===== src/rtl/op_sequencer.sv =====
// Instruction sequencer for the 4-bit processor: gathers opcode/A/B from push strobes,
// then steps the register file and ALU and latches the result and flags for the LCD.
module op_sequencer (
  input  logic       clk,
  input  logic       rst,
  input  logic [3:0] no,
  input  logic       push,
  output logic [3:0] rf_rr1,
  output logic [3:0] rf_rr2,
  output logic [3:0] rf_wr,
  output logic [3:0] rf_wdata,
  output logic       rf_we,
  input  logic [3:0] rf_rdata1,
  input  logic [3:0] rf_rdata2,
  output logic [3:0] alu_a,
  output logic [3:0] alu_b,
  output logic [1:0] alu_sel,
  input  logic [3:0] alu_res,
  input  logic       alu_cf,
  input  logic       alu_zf,
  input  logic       alu_sf,
  output logic [3:0] res,
  output logic       cf,
  output logic       zf,
  output logic       sf,
  output logic       invalid,
  output logic       busy,
  output logic       done
);

  typedef enum logic [2:0] {IDLE, GET_A, GET_B, READ, EXEC, WRITE, DONE} state_t;

  localparam logic [2:0] OP_WRITE = 3'd4;

  state_t     state;
  logic [2:0] op;
  logic [3:0] a;
  logic [3:0] b;
  logic       we_q;
  logic       op_ok;

  assign op_ok = !no[3] && (no[2:0] <= OP_WRITE);

  // Reset gates the strobe combinationally so an interrupted WRITE never commits.
  assign rf_we = we_q & ~rst;

  // Read data is registered by the register file, so it is only meaningful in EXEC.
  assign alu_a = (state == EXEC) ? rf_rdata1 : 4'd0;
  assign alu_b = (state == EXEC) ? rf_rdata2 : 4'd0;

  always_ff @(posedge clk) begin
    if (rst) begin
      state    <= IDLE;
      op       <= '0;
      a        <= '0;
      b        <= '0;
      we_q     <= 1'b0;
      rf_rr1   <= '0;
      rf_rr2   <= '0;
      rf_wr    <= '0;
      rf_wdata <= '0;
      alu_sel  <= '0;
      res      <= '0;
      cf       <= 1'b0;
      zf       <= 1'b0;
      sf       <= 1'b0;
      invalid  <= 1'b0;
      busy     <= 1'b0;
      done     <= 1'b0;
    end else begin
      we_q     <= 1'b0;
      rf_rr1   <= '0;
      rf_rr2   <= '0;
      rf_wr    <= '0;
      rf_wdata <= '0;
      alu_sel  <= '0;
      done     <= 1'b0;
      case (state)
        IDLE, DONE: begin
          if (push) begin
            if (op_ok) begin
              op      <= no[2:0];
              invalid <= 1'b0;
              busy    <= 1'b1;
              state   <= GET_A;
            end else begin
              invalid <= 1'b1;
              state   <= IDLE;
            end
          end
        end
        GET_A: begin
          if (push) begin
            a     <= no;
            state <= GET_B;
          end
        end
        GET_B: begin
          if (push) begin
            b <= no;
            if (op == OP_WRITE) begin
              we_q     <= 1'b1;
              rf_wr    <= a;
              rf_wdata <= no;
              state    <= WRITE;
            end else begin
              rf_rr1 <= a;
              rf_rr2 <= no;
              state  <= READ;
            end
          end
        end
        READ: begin
          // and/or/add/sub (0..3) map onto ALU selects 10/11/00/01.
          alu_sel <= {~op[1], op[0]};
          state   <= EXEC;
        end
        EXEC: begin
          res   <= alu_res;
          cf    <= alu_cf;
          zf    <= alu_zf;
          sf    <= alu_sf;
          busy  <= 1'b0;
          done  <= 1'b1;
          state <= DONE;
        end
        WRITE: begin
          res   <= b;
          cf    <= 1'b0;
          zf    <= (b == 4'd0);
          sf    <= 1'b0;
          busy  <= 1'b0;
          done  <= 1'b1;
          state <= DONE;
        end
        default: begin
          busy  <= 1'b0;
          state <= IDLE;
        end
      endcase
    end
  end

endmodule


===== config.mk =====
export PLATFORM = sky130hd
export DESIGN_NAME = op_sequencer
export DESIGN_NICKNAME = d
export VERILOG_FILES = /design/src/rtl/op_sequencer.sv
export SDC_FILE = /design/constraint.sdc
export NUM_CORES = 1
export LEC_CHECK = 0
export BUFFER_PORTS_ARGS = -buffer_cell sky130_fd_sc_hd__buf_2
export CAP_MARGIN = 25
export CELL_PAD_IN_SITES_DETAIL_PLACEMENT = 1
export CELL_PAD_IN_SITES_GLOBAL_PLACEMENT = 1
export CORE_MARGIN = 2
export CORE_UTILIZATION = 36
export CTS_CLUSTER_DIAMETER = 60
export DETAILED_ROUTE_END_ITERATION = 10
export PLACE_DENSITY = 0.87
export SYNTH_ARGS = -nofsm -noshare
export SYNTH_HDL_FRONTEND = slang
export SYNTH_SLANG_ARGS = --single-unit

===== constraint.sdc =====
create_clock -name clk -period 1.6 [get_ports clk]
set_input_delay 0.16 -clock clk [delete_from_list [all_inputs] [get_ports clk]]
set_output_delay 0.16 -clock clk [all_outputs]
set_load 0.05 [all_outputs]

# Yosys cells after proc, flatten, opt, wreduce, memory -nomap -nowiden
# Cells that the tools add are included.
[classes]
addsub = 0
multipliers = 0
n_div = 0
order_cmp = 1
eq_ne = 11
shift = 0
n_mux = 18
bitwise = 8
reduce_logical = 18
[ops]
columns = ["cell", "count"]
rows = [
  ["$pmux W3 S5", 1],
  ["$eq A3 B3 Y1 const B", 4],
  ["$mux W3", 4],
  ["$reduce_and A3 Y1", 3],
  ["$mux W4", 2],
  ["$ne A2 B2 Y1 const B", 4],
  ["$pmux W1 S2", 4],
  ["$pmux W4 S2", 1],
  ["$reduce_or A4 Y1", 2],
  ["$not A1 Y1", 7],
  ["$eq A3 B2 Y1 const B", 2],
  ["$mux W1", 6],
  ["$reduce_and A2 Y1", 3],
  ["$reduce_or A2 Y1", 3],
  ["$reduce_or A3 Y1", 2],
  ["$logic_not A4 Y1", 1],
  ["$eq A3 B1 Y1 const B", 1],
  ["$le A3 B3 Y1 const B", 1],
  ["$logic_not A3 Y1", 1],
  ["$reduce_bool A2 Y1", 1],
  ["$and A1 B1 Y1", 1],
  ["$logic_and A1 B1 Y1", 1],
  ["$logic_not A1 Y1", 1],
]
[totals]
regBits = 43
latch_bits = 0
ram_bits = 0
romBits = 0
input_bits = 22
word_cells = 73
memories = 0

# Depth between registers and ports, before layout
[logic_depth]
word_depth = 5
depth_mapped = 5
ltp_nobuf = 4

# Worst setup path before layout
# Ideal clock, no wire load.
[synth_timing]
path_kind = "register to output"
startpoint = "register state[1]"
endpoint = "output port alu_a[0]"
arrival_time_ns = 1.247
path_slack_ns = 0.193
path_stages_with_launch = 5
n_path_buf = 1
cell_sequence = "dfxtp_1 > buf_4 > nand2b_4 > nor2_4 > and2_1"
[synth_via]
elab_chain_cells = 2
[synth_lines]
columns = ["item", "line", "source"]
rows = [
  ["start, declared", "35", "state_t state;"],
  ["start signal, assigned", "53", "state <= IDLE;"],
  ["start signal, assigned", "85", "state <= GET_A;"],
  ["start signal, assigned", "88", "state <= IDLE;"],
  ["$eq A3 B3 Y1", "48", "assign alu_a = (state == EXEC) ? rf_rdata1 : 4'd0;"],
  ["$mux W4", "48", ""],
  ["end, declared", "15", "output logic [3:0] alu_a,"],
]
# No other way between the ends.

# Worst setup path in the final report
[layout_timing]
startpoint = "register state[2]"
endpoint = "output port alu_b[3]"
[layout_via]
elab_chain_cells = 2
[layout_lines]
columns = ["item", "line", "source"]
rows = [
  ["$eq A3 B3 Y1", "49", "assign alu_b = (state == EXEC) ? rf_rdata2 : 4'd0;"],
  ["$mux W4", "49", ""],
  ["end, declared", "16", "output logic [3:0] alu_b,"],
]
# No other way between the ends.

==> metrics.txt <==
largest family of logic cells by synthesized area simple AND/OR/NAND/NOR gates; status complete, no violations; Clock Skew 0.00634 ns; WHS 0.109 ns; hold_buf cts 0; routability congestion estimate 0.729; IO Port Bufs 58; adder-cell share of the synthesized area 0%; wire per inst 14.5 um; Worst Setup Path Type reg2out; DR vias/cell 4.94; Yosys reg bits 43; met3 Usage GRT 3.89%; Core Area 4410 um^2; EDFF count, synth 0; Synth Area in XOR/XNOR 0.976%; dpl hpwl 2.98 mm; Top FF cell, synth dfxtp_1; Fmax achieved 0.657 GHz; Final Max Slew Viols 0; diodes inserted 0; hold path start alu_sf; layout cells sized above 1 36.1%; Synth Area in Simple Gates 27.0%; Seq pwr share 55.7%; WHS Path Cells 3; Mapped Cells 165; Cell Chain, Critical Path nand2b_4 -> nor2_4 -> and2_1 -> clkbuf_4; hold crit path type in2reg; crit-path max cell delay 0.44 ns; Synth-to-Final Area Change 28.1%; DR iter-0 viols 37; initial antenna violation count 0; internal power 1.47 mW; mux cell area share after synthesis 9.01%; RSZ-0062 raised after global routing no; vias in the first global route 1393; drt pass-1 iters 4; dpl cells 273; setup slack, reg-to-reg 0.16 ns; clock tree sinks 43; power share of the combinational group 10.1%; Setup Viol. Count Final 0; die width 72.0 um; P_leak 0.966 nW; Setup crit end kind output pin; Starting Density 37.8%; Slew HR 72.1%; critical path launch point type register; Mean Syn Cell Area 10.1 um^2; PD cells 932 nW/um^2; Vias 1393; CP max-delay cell dfxtp_4; yosys warns 0; Worst-Margin Slew 0.418 ns; DIE AREA 5190 um^2; Inserted Clock Buffers 5; commonest non-fill, non-tap cell in the layout buf_2; sequential fraction of the synthesis area 51.7%; worst r2r dst rf_rr1[0]; DRC violations left 0; Syn Std Cell Area 1670 um^2; # H-tree levels 2; Syn Nets 187; Compound-Gate Fraction of Synth Area 7.96%; most frequent cells in the layout buf_2 (50), dfxtp_1 (41), nor2_1 (27); setup TNS 0 ns; drt total wl 4.09 mm; CP arrival 1.36 ns; Hold Path Sink sf; grt total ovfl 0; Netlist cell types 34; fin util 48.4%; Critical Path RT 1.44 ns; CTS tree done; clock slew at reported path FFs 0.08 ns; Switching Fraction 26.1%; largest net degree at the start of global routing 27; Nets 251; IO Count 59; VDD IR-drop max 0.409 mV; CTS max path bufs 2; grt peak-use layer met2; Async SR Flop Fraction 0%; Fin. Hold Viols 0; min Tclk post-route 1.52 ns; Tcrit/Tclk final 95.1%; Psw 519 uW; first-pass GRT wire length 6.48 mm; num rows 24; crit path max fanout 11; Max-Cap Viols 0; Final Instance Count excl. Fillers 282; Worst R2R Path Depth 4; GRT Total Usage 16.3%; root buffer cell clkbuf_8; Worst R2R Start state[2]; met1 capacity usage during global routing 18.3%; Clock Latency Late Sink 0.30 ns; clock share of power 34.2%; post-route ant nets 0; Die Ht 72.0 um; met2 Use GR 29.6%; post-CTS setup buffer count 0
-- cell usage after synthesis (2+ instances only) --
cell / instances / area (um^2)
nor4_1: 3 / 18.8
nand2b_1: 3 / 18.8
a21oi_1: 5 / 25.0
nand2_1: 4 / 15.0
a211oi_1: 5 / 37.5
buf_4: 3 / 22.5
and2_1: 23 / 144
a31oi_1: 2 / 12.5
mux2i_1: 15 / 150
nor2_1: 27 / 101
nor2_4: 3 / 33.8
o21ai_0: 4 / 20.0
dfxtp_1: 43 / 861
and3_1: 2 / 12.5
a22oi_1: 2 / 15.0
inv_1: 3 / 11.3
-- registers in the layout, summed over array words and instances (netlist names), 4 cells and up --
register / flops
a: 4
b: 4
rf_wdata: 4
rf_rr1: 4
rf_wr: 4
res: 4
rf_rr2: 4
-- stage by stage --
| stage | worst slack, ns | cell area [um^2] | power, mW |
|---|---|---|---|
| 2_1_floorplan | 0.193 | 1670 | 1.26 |
| 6_report | 0.0788 | 2130 | 1.99 |
| 5_1_grt | 0.000682 | 2130 | 2.07 |
| 4_1_cts | 0.00872 | 2100 | 1.99 |
| 3_3_place_gp | 0.104 | 2010 | 1.33 |
| 3_5_place_dp | 0.0708 | 2010 | 1.33 |
-- cell families (layout without fill, tap and decap cells) --
logic type	after synthesis	in the layout
AO/OA/AOI/OAI	21	21
AND/OR/NAND/NOR	75	76
XOR/XNOR	1	1
multiplexers	15	15
buffers and inverters	10	74
flip-flops	43	43
-- worst max-delay path, delay by kind of cell (launching register included) --
kind,cells,cell delay (ns)
buffers and inverters,1,0.22
AND/OR/NAND/NOR,3,0.38
flip-flops,1,0.44
-- what timing repair did --
| item | in CTS | in global routing |
|---|---|---|
| gates resized for setup | 3 | 9 |
| pin swaps | 0 | 0 |
| cloned | 0 | 1 |
| setup endpoints to repair | 8 | 9 |
-- worst max-delay path by stage --
stage / slack [ns] / cells after the start / endpoint / start
after floorplan: 0.19 / 4 / alu_a[0] / state[1]
after global placement: 0.10 / 3 / rf_wr[3] / state[2]
after detailed placement: 0.07 / 4 / alu_b[0] / state[2]
after CTS: 0.009 / 3 / alu_b[1] / state[0]
after global routing: 0.0007 / 4 / alu_a[1] / state[2]
final: 0.08 / 4 / alu_b[3] / state[2]
-- final cells by class --
type	instances	area (um^2)
multi-input combinational	113	759
clock inverter	2	12.5
tap	52	65.1
inverter	3	11.3
fill	531	2280
timing repair buffer	63	348
clock buffer	6	72.6
sequential	43	866
-- power by group through the flow --
stage | Combinational, mW | Clock (mW) | Sequential (mW)
2_1_floorplan | 0.107 | 0 | 1.15
3_3_place_gp | 0.194 | 0 | 1.13
3_5_place_dp | 0.199 | 0 | 1.13
4_1_cts | 0.202 | 0.684 | 1.11
5_1_grt | 0.218 | 0.740 | 1.11
6_report | 0.201 | 0.680 | 1.11
-- layer usage --
layer  up-vias  part of all wire (%)
met3         6                   3.8
met5         -                     0
met4         0                   1.6
li1        684                     -
met1       672                    42
met2        31                    53
Power figures use the tool's default switching activity.
